## src/rtl/f36m_mult.sv

```systemverilog
// ---------------------------------------------------------------------------
// f36m_mult: multiplier for GF(3^{6m}) = GF(3^{3m})[sigma]/(sigma^2+1).
//
// Contents (in order):
//   f33m_pkg       - coefficient-wise GF(3) helpers for GF(3^{3m}) vectors
//   f33m_add       - GF(3^{3m}) addition
//   f33m_neg       - GF(3^{3m}) negation
//   f33m_mult_lane - one digit-serial GF(3^{3m}) multiplier
//   f33m_mult3     - three lanes sharing one reset/start, sticky done
//   f36m_mult      - top: Karatsuba over GF(3^{3m})
//
// Encoding: each GF(3) coefficient is 2 bits (00=0, 01=1, 10=2).
// Coefficient i of a GF(3^{3m}) vector sits in bits [2i+1:2i].
// GF(3^{3m}) is built as GF(3)[x]/(x^{3m} - x - 1). The default m=1 gives
// x^3 - x - 1, which is irreducible over GF(3).
//
// Top ports:
//   clk   in   1      clock
//   reset in   1      synchronous, active-high; also starts an operation
//   a     in   W6+1   operand {a1,a0} = a0 + a1*sigma, stable until done
//   b     in   W6+1   operand {b1,b0}, stable until done
//   c     out  W6+1   product {c1,c0}, registered, valid while done=1
//   done  out  1      sticky completion flag, cleared by reset
//   busy  out  1      only with F36M_MULT_BUSY_EN: operation in progress
//
// Optional feature macro: F36M_MULT_BUSY_EN adds the registered busy port.
// ---------------------------------------------------------------------------

`ifndef WIDTH
`define WIDTH 1
`endif
`ifndef W3
`define W3 (3*(`WIDTH+1)-1)
`endif
`ifndef W6
`define W6 (2*(`W3+1)-1)
`endif

package f33m_pkg;
  localparam int TRITS = (`W3 + 1) / 2;

  function automatic logic [1:0] tritAdd(input logic [1:0] x, input logic [1:0] y);
    logic [2:0] s;
    s = {1'b0, x} + {1'b0, y};
    if (s >= 3'd3) s = s - 3'd3;
    return s[1:0];
  endfunction

  function automatic logic [`W3:0] vecAdd(input logic [`W3:0] x, input logic [`W3:0] y);
    logic [`W3:0] r;
    r = '0;
    for (int i = 0; i < TRITS; i++) r[2*i +: 2] = tritAdd(x[2*i +: 2], y[2*i +: 2]);
    return r;
  endfunction

  // Negating a coefficient swaps the codes for 1 and 2, i.e. swaps the bits.
  function automatic logic [`W3:0] vecNeg(input logic [`W3:0] x);
    logic [`W3:0] r;
    r = '0;
    for (int i = 0; i < TRITS; i++) r[2*i +: 2] = {x[2*i], x[2*i+1]};
    return r;
  endfunction

  // Multiply by x and fold x^{3m} back as x + 1.
  function automatic logic [`W3:0] mulX(input logic [`W3:0] x);
    logic [`W3:0] r;
    logic [1:0]   top;
    top    = x[`W3 -: 2];
    r      = {x[`W3-2:0], 2'b00};
    r[1:0] = tritAdd(r[1:0], top);
    r[3:2] = tritAdd(r[3:2], top);
    return r;
  endfunction

  function automatic logic [`W3:0] scaleTrit(input logic [`W3:0] x, input logic [1:0] t);
    logic [`W3:0] r;
    case (t)
      2'b01:   r = x;
      2'b10:   r = vecNeg(x);
      default: r = '0;
    endcase
    return r;
  endfunction
endpackage

module f33m_add
  import f33m_pkg::*;
(
  input  logic [`W3:0] a,
  input  logic [`W3:0] b,
  output logic [`W3:0] c
);
  assign c = vecAdd(a, b);
endmodule

module f33m_neg
  import f33m_pkg::*;
(
  input  logic [`W3:0] a,
  output logic [`W3:0] c
);
  assign c = vecNeg(a);
endmodule

module f33m_mult_lane
  import f33m_pkg::*;
(
  input  logic         clk,
  input  logic         reset,
  input  logic [`W3:0] a,
  input  logic [`W3:0] b,
  output logic [`W3:0] p,
  output logic         done
);
  localparam int CW = $clog2(TRITS + 1);

  logic [`W3:0]  acc_q;
  logic [`W3:0]  bSh_q;
  logic [CW-1:0] cnt_q;
  logic          done_q;

  // Horner evaluation, most significant coefficient of b first: one
  // coefficient per cycle, so the product is ready TRITS cycles after reset.
  always_ff @(posedge clk) begin
    if (reset) begin
      acc_q  <= '0;
      bSh_q  <= b;
      cnt_q  <= '0;
      done_q <= 1'b0;
    end else if (!done_q) begin
      acc_q <= vecAdd(mulX(acc_q), scaleTrit(a, bSh_q[`W3 -: 2]));
      bSh_q <= {bSh_q[`W3-2:0], 2'b00};
      cnt_q <= cnt_q + 1'b1;
      if (cnt_q == CW'(TRITS - 1)) done_q <= 1'b1;
    end
  end

  assign p    = acc_q;
  assign done = done_q;
endmodule

module f33m_mult3 (
  input  logic         clk,
  input  logic         reset,
  input  logic [`W3:0] a0,
  input  logic [`W3:0] b0,
  output logic [`W3:0] c0,
  input  logic [`W3:0] a1,
  input  logic [`W3:0] b1,
  output logic [`W3:0] c1,
  input  logic [`W3:0] a2,
  input  logic [`W3:0] b2,
  output logic [`W3:0] c2,
  output logic         done
);
  logic [2:0] laneDone;

  f33m_mult_lane lane0 (.clk(clk), .reset(reset), .a(a0), .b(b0), .p(c0), .done(laneDone[0]));
  f33m_mult_lane lane1 (.clk(clk), .reset(reset), .a(a1), .b(b1), .p(c1), .done(laneDone[1]));
  f33m_mult_lane lane2 (.clk(clk), .reset(reset), .a(a2), .b(b2), .p(c2), .done(laneDone[2]));

  assign done = &laneDone;
endmodule

module f36m_mult (
  input  logic         clk,
  input  logic         reset,
  input  logic [`W6:0] a,
  input  logic [`W6:0] b,
  output logic [`W6:0] c,
  output logic         done
`ifdef F36M_MULT_BUSY_EN
  ,
  output logic         busy
`endif
);
  typedef enum logic [2:0] {
    RUN = 3'b100,
    CMB = 3'b010,
    FIN = 3'b001
  } state_t;

  state_t       state_q;
  logic         delay1_q, delay2_q;
  logic         done_q;
  logic [`W6:0] c_q;
  logic [`W6:0] c_d;
  logic         subDone;
  logic [`W3:0] sumA, sumB;
  logic [`W3:0] prod0, prod1, prod2;
  logic [`W3:0] negP0, negP1, midSum, res0, res1;

  f33m_add addA (.a(a[`W3:0]), .b(a[`W6:`W3+1]), .c(sumA));
  f33m_add addB (.a(b[`W3:0]), .b(b[`W6:`W3+1]), .c(sumB));

  f33m_mult3 core (
    .clk(clk), .reset(delay2_q),
    .a0(a[`W3:0]),       .b0(b[`W3:0]),       .c0(prod0),
    .a1(a[`W6:`W3+1]),   .b1(b[`W6:`W3+1]),   .c1(prod1),
    .a2(sumA),           .b2(sumB),           .c2(prod2),
    .done(subDone)
  );

  // c0 = P0 - P1, c1 = P2 - P0 - P1 (sigma^2 = -1).
  f33m_neg negU0 (.a(prod0), .c(negP0));
  f33m_neg negU1 (.a(prod1), .c(negP1));
  f33m_add addC0 (.a(prod0), .b(negP1), .c(res0));
  f33m_add addM  (.a(prod2), .b(negP0), .c(midSum));
  f33m_add addC1 (.a(midSum), .b(negP1), .c(res1));

  assign c_d = {res1, res0};

  always_ff @(posedge clk) begin
    delay1_q <= reset;
    delay2_q <= delay1_q;
  end

  // sub_done is sticky and is only cleared once the delayed reset reaches
  // the sub-core, so a stale high from an aborted or finished run is still
  // visible while delay1 or delay2 is set; both are masked here.
  always_ff @(posedge clk) begin
    if (reset) begin
      state_q <= RUN;
      done_q  <= 1'b0;
`ifdef F36M_MULT_BUSY_EN
      busy    <= 1'b0;
`endif
    end else begin
      case (state_q)
        RUN: begin
`ifdef F36M_MULT_BUSY_EN
          busy <= 1'b1;
`endif
          if (subDone && !delay1_q && !delay2_q) state_q <= CMB;
        end
        CMB: begin
          state_q <= FIN;
          c_q     <= c_d;
          done_q  <= 1'b1;
`ifdef F36M_MULT_BUSY_EN
          busy    <= 1'b0;
`endif
        end
        FIN: begin
        end
        default: state_q <= RUN;
      endcase
    end
  end

  assign c    = c_q;
  assign done = done_q;
endmodule

```

## config.mk

```make
export PLATFORM = sky130hd
export DESIGN_NAME = f36m_mult
export DESIGN_NICKNAME = d
export VERILOG_FILES = /design/src/rtl/f36m_mult.sv
export SDC_FILE = /design/constraint.sdc
export NUM_CORES = 1
export LEC_CHECK = 0
export ABC_AREA = 0
export BUFFER_PORTS_ARGS = -buffer_cell sky130_fd_sc_hd__buf_2
export CAP_MARGIN = 20
export CELL_PAD_IN_SITES_DETAIL_PLACEMENT = 1
export CELL_PAD_IN_SITES_GLOBAL_PLACEMENT = 2
export CORE_UTILIZATION = 39
export DETAILED_ROUTE_END_ITERATION = 8
export PLACE_DENSITY_LB_ADDON = 0.1
export SLEW_MARGIN = 10
export SYNTH_ARGS = -nofsm -noshare
export SYNTH_HDL_FRONTEND = slang
export SYNTH_SLANG_ARGS = --single-unit
```

## constraint.sdc

```tcl
create_clock -name clk -period 4.1 [get_ports clk]
set_input_delay 0.41 -clock clk [delete_from_list [all_inputs] [get_ports clk]]
set_output_delay 0.41 -clock clk [all_outputs]
set_load 0.05 [all_outputs]
```

* Word-level counts from Yosys, hierarchy flattened
Cells that the tools add are included.
** Storage, ports and cells
- Bits in registers :: 63
- Bits of input ports :: 26
** Cells by class
- Add/sub/neg operators :: 60
- Order comparisons :: 30
- Equality and inequality tests :: 16
- Muxes and demuxes :: 65
- Bitwise operators :: 2
- Reductions and logical operators :: 7
** Operators with widths (count)
- 2-bit two-way mux :: 42
- 2-bit by 2-bit adder with 3-bit output :: 27
- 3-bit by 2-bit greater-or-equal comparator with 1-bit output (second input constant) :: 27
- 6-bit two-way mux :: 12
- 2-bit subtractor (second input constant) :: 30
- 6-bit one-hot mux with 2 select lines :: 3
- 2-bit == test (second input constant) :: 6
- 3-bit one-hot mux with 3 select lines :: 1
- 2-bit != test (second input constant) :: 4
- 2-bit by 1-bit adder with 2-bit output (second input constant) :: 3
- 2-bit by 1-bit == test with 1-bit output (second input constant) :: 3
- 2-bit greater-or-equal comparator (second input constant) :: 3
- 1-bit two-way mux :: 6
- 2-bit AND reduction :: 2
- 3-bit by 1-bit == test with 1-bit output (second input constant) :: 1
- 3-bit by 2-bit == test with 1-bit output (second input constant) :: 1
- 3-bit == test (second input constant) :: 1
- 3-bit two-way mux :: 1
- 3-bit AND reduction :: 1
- 1-bit logical AND :: 2
- 1-bit logical NOT :: 2
- 1-bit NOT :: 2

* Logic depth before layout (Yosys ltp)
- Depth after elaboration :: 9
- Depth in mapped cells :: 15
- Mapped depth without buffers :: 15

* Cells and area by module
From an unflattened synthesis, not the netlist that was laid out.
** Unflattened totals
- Cell total of the unflattened synthesis :: 509
- Area total of the unflattened synthesis :: 5077.4 um^2
** Modules (own cells, without submodules)
- f33m_mult_lane (core.lane1 ...) :: times used 2, cells an instance 101, area each 997.2 um^2
- f33m_add :: times used 5, cells an instance 33, area each 277.8 um^2
- f33m_mult_lane (core.lane0) :: times used 1, cells an instance 100, area each 1022.2 um^2
- f36m_mult :: times used 1, cells an instance 29, area each 575.6 um^2
- f33m_neg :: times used 2, cells an instance 6, area each 45.0 um^2
- f33m_mult3 :: times used 1, cells an instance 1, area each 6.3 um^2

* Least setup slack after synthesis
No wires, ideal clock.
- Path type :: input to register
- Start point :: input a[2]
- End point :: register core.lane2.acc_q[2], in the netlist core.lane2.p[2]
- Data arrival time :: 3296 ps
- Slack :: 690 ps
- Stages :: 14
- Buffers on the path :: 0
- Cell sequence :: ha_1 > fa_1 > ha_1 > or3_1 > a21oi_1 > o2bb2ai_1 > ha_1 > inv_1 > fa_1 > inv_1 > ha_1 > nor3b_1 > a21oi_1 > o21a_1
** Between the ends
- Cells in the longest elaborated chain, start to end :: 9
** RTL lines
- from (decl) :: line 168 : input logic [`W6:0] a,
- 2-bit by 2-bit adder with 3-bit output (*) :: line 44 : s = {1'b0, x} + {1'b0, y};
- 3-bit by 2-bit greater-or-equal comparator with 1-bit output / 2-bit subtractor (equally long branches) :: line 45 : if (s >= 3'd3) s = s - 3'd3;
- 2-bit two-way mux (*) :: line 45
- 6-bit one-hot mux with 2 select lines (*) :: line 77 : case (t)
- 6-bit two-way mux (*) :: line 130 : end else if (!done_q) begin
- 6-bit two-way mux (*) :: line 125 : if (reset) begin
- 2-bit by 2-bit adder with 3-bit output (*) :: line 44
- 3-bit by 2-bit greater-or-equal comparator with 1-bit output / 2-bit subtractor (equally long branches) :: line 45
- 2-bit two-way mux (*) :: line 45
- to (signal assigned) :: line 131 : acc_q <= vecAdd(mulX(acc_q), scaleTrit(a, bSh_q[`W3 -: 2]));
- to (decl) :: line 117 : logic [`W3:0] acc_q;
Every way passes the cells marked *; elsewhere a longest branch is shown, timed or not. The select of a mux whose other input is x is not followed.
A chain may end at the register's enable or synchronous reset.

* Final worst setup path
Ends and elaborated chain as after synthesis.

==> out/metrics.csv <==
metric;value;unit
Worst Hold Class;in2reg;
top cell type's share of synthesized area;18.52;%
share of cells above drive strength 1;14.29;%
1st-pass router iterations;4;
Hold Path Depth;1;
MaxCap Viol Count;0;
cts bufs inserted;9;
via count;3689;
Die Y;113.7;um
slowest stage cell, crit path;fa_1;
clock share of power;18.7;%
Antenna Violating Nets Remaining;0;
Net Sw Power;1.689;mW
antenna violations before repair;0;
RSZ-0062 raised after global routing;false;
top_reg_cell synth;dfxtp_1;
VDD IR-drop max;344.3;uV
crit path buf inv count;3;
Final setup viols;0;
CTS tree;done;
clock skew;4.399;ps
syn avg cell area;9.727;um^2
post-CTS setup buffers;0;
status;complete, no violations;
switch share;40.90;%
FF-to-FF path depth;13;
Comb power frac;56.3;%
Slew Viols, Final;0;
vias in the first global route;3939;
fmax;0.2946;GHz
Mapped Nets;616;
Sink Count;63;
area of the core;0.01206;mm^2
placer's final routability congestion estimate;0.7965;
global-route wire length before repair;18640;um
Flop pwr share;25.0;%
Post-route DRC;0;
largest fanout on the critical path;3;
Distinct cells, synth;43;
final cycle utilization of the critical path;82.80;%
asr flop ratio synth;0;%
Rows;40;
Int Pwr;2.441;mW
post-cts resize count;0;
post-DP HPWL;8864;um
required time of the critical path;4330;ps
Leak Pwr;2.448;nW
total gr overflow;0;
Vias/cell;5.167;
Mapped Cells;500;
r2r setup slk;710;ps
critical path class;in2reg;
Antenna Cells;0;
die area;0.01292;mm^2
Tightest Pin Transition;847.9;ps
cts hold-fix bufs;0;
Yosys reg bits;63;
worst-case clock buffer depth;2;
Ys Warns;0;
Crit path depth;15;
CP startpoint kind;input pin;
input/output buffers;38;
Initial Util;40.32;%
Root Driver;clkbuf_16;
htree depth;3;
GRT Resource Usage Total;18.90;%
Worst-path clk slew;60;ps
ranking of synthesized cells by area;edfxtp_1 19%, ha_1 16%, dfxtp_1 14%, fa_1 11%, inv_1 6.3%;
Min Hold Slack;260.1;ps
Worst EP arrival;3630;ps
Final min period;3395;ps
pin count of the biggest net entering global routing;22;
Max transition margin;43.40;%
Synth Cell Area;0.004863;mm^2
critical-path cell list;buf_2, ha_1, fa_1, ha_1, or3_1, a21oi_1, o2bb2ai_1, ha_1, inv_1, fa_1, inv_1, ha_1, nor3b_1, a21oi_1, o21a_1;
Sum Neg Setup Slack;0;ps
register area share after synthesis;32.11;%
pwr dens;745.4;mW/mm^2
CP max stage delay;500;ps
Area Overhead vs Synth;13.92;%
Synth top cells by count;82 x inv_1, 63 x ha_1, 40 x a21oi_1;
clock latency at the later pin of the worst-skew pair;340;ps
CP Capture Type;flop;
Routed WL;10820;um
die width;113.7;um
Post-synth EDFFs;30;
Worst path most repeated cell;ha_1;
Fin. Hold Viols;0;
most numerous cell in the Yosys netlist;inv_1;
First DRT Iteration DRCs;93;
largest area contributor in the netlist;edfxtp_1;
drt wl/cell;15.15;um
CP delay by family, top;adder cells;
io pins;39;
Final Net Count;657;
## cell type report
type	count	area, um^2
inverter	82	307.8
sequential	63	1562
timing repair buffer	41	212.7
tap	168	210.2
clock buffer	11	242.7
multi-input combinational	344	2949
clock inverter	5	56.30
fill	1372	6521
## power groups by stage
stage	registers (mW)	clock network, mW	logic (mW)
final	1.03	0.773	2.32
after floorplan	0.967	0	1.88
after detailed placement	1.05	0	2.34
after global routing	1.06	0.817	2.70
after CTS	1.04	0.795	2.36
after global placement	1.04	0	2.19
## per-stage QoR
step           util, %  total power [mW]  std cells  instance area (um^2)  setup WS, ps
2_1_floorplan        -             2.846        500                  4863         689.6
3_3_place_gp     43.45             3.233        698                  5241         472.2
3_5_place_dp     43.45             3.391        698                  5241         352.3
4_1_cts          45.93             4.198        714                  5540         700.8
5_1_grt          45.93             4.578        714                  5540         504.1
6_report         45.93             4.130        714                  5540         705.2
## metal layers
| layer | vias up | wire length, um | GRT usage [%] |
|---|---|---|---|
| met5 | - | 0 | 0 |
| met4 | 0 | 104 | 4.912 |
| met3 | 9 | 292 | 4.623 |
| met2 | 35 | 5871 | 35.28 |
| met1 | 1824 | 4549 | 21.37 |
| li1 | 1821 | - | - |
## registers in the layout (all words and copies together) (netlist names), 2 cells and up
signal and flops:
c 12, core.lane0.bSh_q 6, core.lane0.p 6, core.lane1.bSh_q 6, core.lane1.p 6, core.lane2.bSh_q 6, core.lane2.p 6, state_q 3
core.lane0.cnt_q 2, core.lane1.cnt_q 2, core.lane2.cnt_q 2
## cell families after synthesis
logic type,share of synthesized area (%)
adder cells (fa/ha/maj),27.32
multiplexers,2.984
buffers and inverters,7.384
XOR/XNOR,0.7205
flip-flops,32.11
AND/OR/NAND/NOR,15.46
AO/OA/AOI/OAI,14.02
## cells in the final DEF (no fill, tap or decap), types with 9 or more instances in the layout
cell,count
nor2_1,33
dfxtp_1,33
nor2b_1,11
edfxtp_1,30
nand3b_1,17
nand2_1,13
o21a_1,11
nand3_1,11
fa_1,27
mux2_2,12
buf_2,38
inv_1,82
ha_1,63
a21oi_1,40
clkbuf_16,9
nor3b_1,15
a22oi_1,16
## worst register-to-register path, cell delays in order, from the launching register on
cell,delay [ps]
dfxtp_1,420
ha_1,180
inv_1,40
fa_1,500
inv_1,50
ha_1,180
nor3b_1,270
a21oi_1,80
ha_1,220
fa_1,490
ha_1,230
or3_1,330
a21oi_1,170
a211oi_1,60
## final timing paths
kind | startpoint | to
worst max-delay path | a[2] | core.lane2.p[2]$_SDFFE_PP0N_
worst min-delay path | reset | delay1_q$_DFF_P_
worst max register to register | core.lane1.p[4]$_SDFFE_PP0N_ | core.lane1.p[2]$_SDFFE_PP0N_
worst min register to register | delay1_q$_DFF_P_ | delay2_q$_DFF_P_
(Power assumes the default switching activity.)
